[src/rtl/seq_pattern_tx.sv]
// Serial pattern transmitter: sends a captured PAT_W-bit pattern MSB first, repeat_n+1 times, with gap_n idle bit-times between frames.
// Latency: start sampled in IDLE -> MSB on sout the next cycle; all outputs are registered.
// Backpressure: none; start is ignored while busy, and abort cancels the transfer. Define SEQ_TX_PARITY_EN to add an even-parity bit to each frame.
module seq_pattern_tx #(
    parameter int PAT_W = 4,
    parameter int CNT_W = 4
) (
    input  logic             clk,
    input  logic             rst,
    input  logic             start,
    input  logic             abort,
    input  logic [PAT_W-1:0] pattern_in,
    input  logic [CNT_W-1:0] repeat_n,
    input  logic [CNT_W-1:0] gap_n,
    output logic             sout,
    output logic             sout_valid,
    output logic             frame_end,
    output logic             busy,
    output logic             done
);

    localparam int BIT_W = (PAT_W > 1) ? $clog2(PAT_W) : 1;
    localparam logic [BIT_W-1:0] MSB_IDX = BIT_W'(PAT_W - 1);

`ifdef SEQ_TX_PARITY_EN
    typedef enum logic [1:0] {IDLE, SEND, GAP, PARITY} state_t;
`else
    typedef enum logic [1:0] {IDLE, SEND, GAP} state_t;
`endif

    state_t           state_q, state_d;
    logic [PAT_W-1:0] pat_q, pat_d;
    logic [CNT_W-1:0] rep_q, rep_d;
    logic [CNT_W-1:0] gap_q, gap_d;
    logic [CNT_W-1:0] gcnt_q, gcnt_d;
    logic [BIT_W-1:0] bit_q, bit_d;
    logic             frame_last;
    logic             sout_d, valid_d, fe_d, done_d;

    always_comb begin
        state_d    = state_q;
        pat_d      = pat_q;
        rep_d      = rep_q;
        gap_d      = gap_q;
        gcnt_d     = gcnt_q;
        bit_d      = bit_q;
        frame_last = 1'b0;
        done_d     = 1'b0;

        case (state_q)
            IDLE: begin
                if (start && !abort) begin
                    state_d = SEND;
                    pat_d   = pattern_in;
                    rep_d   = repeat_n;
                    gap_d   = gap_n;
                    bit_d   = MSB_IDX;
                end
            end
            SEND: begin
                if (abort) begin
                    state_d = IDLE;
                end else if (bit_q != '0) begin
                    bit_d = bit_q - 1'b1;
                end else begin
`ifdef SEQ_TX_PARITY_EN
                    state_d = PARITY;
`else
                    frame_last = 1'b1;
`endif
                end
            end
`ifdef SEQ_TX_PARITY_EN
            PARITY: begin
                if (abort) state_d = IDLE;
                else       frame_last = 1'b1;
            end
`endif
            GAP: begin
                if (abort) begin
                    state_d = IDLE;
                end else if (gcnt_q == '0) begin
                    state_d = SEND;
                    bit_d   = MSB_IDX;
                end else begin
                    gcnt_d = gcnt_q - 1'b1;
                end
            end
            default: state_d = IDLE;
        endcase

        // rep_q counts frames still owed after the current one
        if (frame_last) begin
            if (rep_q == '0) begin
                state_d = IDLE;
                done_d  = 1'b1;
            end else begin
                rep_d = rep_q - 1'b1;
                bit_d = MSB_IDX;
                if (gap_q != '0) begin
                    state_d = GAP;
                    gcnt_d  = gap_q - 1'b1;
                end else begin
                    state_d = SEND;
                end
            end
        end

        // Outputs are registered alongside the state they describe
`ifdef SEQ_TX_PARITY_EN
        valid_d = (state_d == SEND) || (state_d == PARITY);
        sout_d  = (state_d == SEND)   ? pat_d[bit_d] :
                  (state_d == PARITY) ? ^pat_d       : 1'b0;
        fe_d    = (state_d == PARITY);
`else
        valid_d = (state_d == SEND);
        sout_d  = (state_d == SEND) ? pat_d[bit_d] : 1'b0;
        fe_d    = (state_d == SEND) && (bit_d == '0);
`endif
    end

    always_ff @(posedge clk or posedge rst) begin
        if (rst) begin
            state_q    <= IDLE;
            pat_q      <= '0;
            rep_q      <= '0;
            gap_q      <= '0;
            gcnt_q     <= '0;
            bit_q      <= '0;
            sout       <= 1'b0;
            sout_valid <= 1'b0;
            frame_end  <= 1'b0;
            done       <= 1'b0;
        end else begin
            state_q    <= state_d;
            pat_q      <= pat_d;
            rep_q      <= rep_d;
            gap_q      <= gap_d;
            gcnt_q     <= gcnt_d;
            bit_q      <= bit_d;
            sout       <= sout_d;
            sout_valid <= valid_d;
            frame_end  <= fe_d;
            done       <= done_d;
        end
    end

    assign busy = (state_q != IDLE);

endmodule

[config.mk]
export PLATFORM = sky130hd
export DESIGN_NAME = seq_pattern_tx
export DESIGN_NICKNAME = d
export VERILOG_FILES = /design/src/rtl/seq_pattern_tx.sv
export SDC_FILE = /design/constraint.sdc
export NUM_CORES = 1
export LEC_CHECK = 0
export CELL_PAD_IN_SITES_DETAIL_PLACEMENT = 2
export CELL_PAD_IN_SITES_GLOBAL_PLACEMENT = 2
export CORE_ASPECT_RATIO = 1.1
export CORE_MARGIN = 5
export CORE_UTILIZATION = 37
export CTS_BUF_LIST = sky130_fd_sc_hd__clkbuf_8
export CTS_CLUSTER_DIAMETER = 200
export DETAILED_ROUTE_END_ITERATION = 10
export PLACE_DENSITY_LB_ADDON = 0.1
export SYNTH_ARGS = -nofsm -noshare
export SYNTH_HDL_FRONTEND = slang
export SYNTH_SLANG_ARGS = --single-unit
export TNS_END_PERCENT = 10
[constraint.sdc]
create_clock -name clk -period 3.9 [get_ports clk]
set_clock_uncertainty 0.05 [all_clocks]
set_input_delay 0.78 -clock clk [delete_from_list [all_inputs] [get_ports clk]]
set_output_delay 0.78 -clock clk [all_outputs]
set_load 0.05 [all_outputs]
==> metrics.cfg <==
[clock_network]
postCtsSetupBuffers = 0
clock_path_buffers = 2
cts_tree = yes
cts_inserted_buffers = 3
clk_pin_slew_ps = 80
cts_resized = 0
holdBufCountCts = 0
cts.sinks = 24
clock-root-buffer = clkbuf_8
htreeDepth = 1
clock_latency_ps = 260

[drt]
drt_iter0_drc = 15
drc = 0
routed_wl_um = 3240
drt_first_pass_iters = 3
vias = 975
routed_via_density = 5.13
wl_per_cell_um = 17.1
drtAntennaViolNets = 0

[sta]
fmax_mhz = 378
hold_viol_final = 0
finalCritPeriodShare_pct = 67.8
slew-limit-headroom_pct = 37.3
timing.hold.ws_ps = 432
fin_crit_ps = 2650
setup-violations-final = 0
rsz0062_at_grt = false
final.setup.worst_slack_ps = 1250
final.setup.tns_ps = 0
worst_pin_slew_ps = 940
slew_violations = 0

[critical_path]
crit_arrival_ps = 2750
critPathRequiredTime_ps = 4000
cp_top_family = simple AND/OR/NAND/NOR gates
worstSetupPathType = input pin to flop
crit_buf_inv = 1
end_kind = flop
path_cells = clkdlybuf4s50_1 -> nor4b_4 -> mux2_2 -> mux2i_1 -> o22ai_1
path_max_fanout = 11
startpoint_type = input pin
cp_slowest_stage_delay_ps = 730
crit_slowest_cell = nor4b_4

[synth]
synth_seq_cells = 24
ys_types = 40
synth_top_area_share_pct = 47.1
synth_compound_area_share_pct = 11.3
muxShareOfSynthArea_pct = 7.65
synth-main-ff-cell = dfrtp_1
synth-edff-count = 0
synth_cells = 121
synth_seq_area_share_pct = 47.1
synthSimpleGateAreaFrac_pct = 24.8
async_flop_share_pct = 100
synth_common_cells = dfrtp_1, nand2_1, inv_1, nor2_1, mux2_2
syn_area_um2 = 1270
synth_largest_area_cell = dfrtp_1
synth_top_family_by_area = simple AND/OR/NAND/NOR gates
yosys.area_share.adder_pct = 2.94
synthTopCellsByArea = dfrtp_1, nand2_1, nor4b_4
synth.net_count = 140
postSynthAreaPerCell_um2 = 10.5
synth_xor_area_share_pct = 2.06
synth.most_common_cell = dfrtp_1
ys_warn_count = 0

[placed_design]
io_buffers = 20
pre_cts_slack_ps = 922
dp_cells = 187
dpl.hpwl_um = 2470
place.gp.congestion = 0.754
place_area_um2 = 1530

[global_routing]
grt_pass1_vias = 1132
gr-total-overflow = 0
grt_max_degree = 25
grt_pass1_wl_um = 5780
use_met2_pct = 28.5
grt_use_met1_pct = 19.1
antenna_found_initial = 0
grt.total_usage_pct = 16.0
grt.met3_usage_pct = 2.66
gr-max-usage-layer = met2

[cells_and_area]
final-instance-count-excl-fill = 190
nNetsFinal = 163
stdcell_area_um2 = 1570
syn_to_final_growth_pct = 23.1
antenna_cells_inserted = 0
utilization_pct = 47.1
drive_gt1_share_pct = 13.4

[die]
die-area_um2 = 4720
io_pins = 21
initial_core_util_pct = 38.3
rows = 22
die_w_um = 66.0
placeableCoreArea_um2 = 3330
die_h_um = 71.6

[pwr]
powerDensity_nw_per_um2 = 454
leakagePower_nw = 0.688
power_mw = 0.712
ir_drop_v = 0.000201

[run]
max-cap-violations = 0

[worst_hold_path]
hold_path_class = flop to flop

[run_status]
status = finished clean

worst reg2reg max path, stage by stage (launching register included):
cell,delay (ps)
dfrtp_1,410
inv_1,100
ha_1,180
nor3b_1,460
and3_1,290
o2bb2ai_1,160
or2_1,260
o22ai_1,150
metal layers:
| layer | wire length (µm) | vias to the layer above |
|---|---|---|
| met3 | 69 | 7 |
| li1 | - | 466 |
| met2 | 1770 | 13 |
| met5 | 0 | - |
| met4 | 70 | 0 |
| met1 | 1330 | 489 |
placed cells by master (no fill, tap or decap), types with 3 or more instances in the layout:
master / n
mux2_2: 4
clkdlybuf4s50_1: 20
nand3_1: 3
o21ai_0: 3
clkbuf_8: 3
nor3_1: 3
nor2_1: 9
dfrtp_1: 24
nand2_1: 15
mux2i_1: 3
ha_1: 3
inv_1: 10
cell families after synthesis:
family	Yosys count
simple gates	49
flops	24
compound gates	20
buf+inv	13
mux	9
xor+xnor	3
fa+ha+maj	3
area by class of cell:
type | count | area [µm²]
multi-input cells | 84 | 622
repair buffers | 21 | 208
well taps | 48 | 60.1
clock buffers | 3 | 41.3
fillers | 357 | 1760
inverters | 10 | 37.5
flip-flops and latches | 24 | 601
state kept, by name, indices dropped and copies added (netlist names), 2 cells and up:
register  flops
rep_q         4
state_q       2
bit_q         2
gap_q         4
pat_q         4
gcnt_q        4
power breakdown:
part	leakage [nW]	switching, mW	total, mW	internal [mW]
clock network	0.0216	0.0771	0.146	0.0691
registers	0.293	0.0439	0.343	0.299
logic	0.373	0.121	0.224	0.102
path summary, 6_finish.rpt:
| kind | start | to | slack (ps) | depth (start not counted) |
|---|---|---|---|---|
| worst max-delay path | abort | sout$_DFF_PP0_ | 1250 | 5 |
| worst min-delay path | gap_q[0]$_DFFE_PP0P_ | gcnt_q[0]$_DFF_PP0_ | 430 | 1 |
| worst max register to register | gcnt_q[0]$_DFF_PP0_ | sout$_DFF_PP0_ | 1770 | 7 |
| worst min register to register | gap_q[0]$_DFFE_PP0P_ | gcnt_q[0]$_DFF_PP0_ | 430 | 1 |
| max in group asynchronous | rst | done$_DFF_PP0_ | 2250 | 2 |
| min in group asynchronous | rst | gcnt_q[1]$_DFF_PP0_ | 980 | 2 |
No activity file was read; power rests on OpenSTA's default activity.
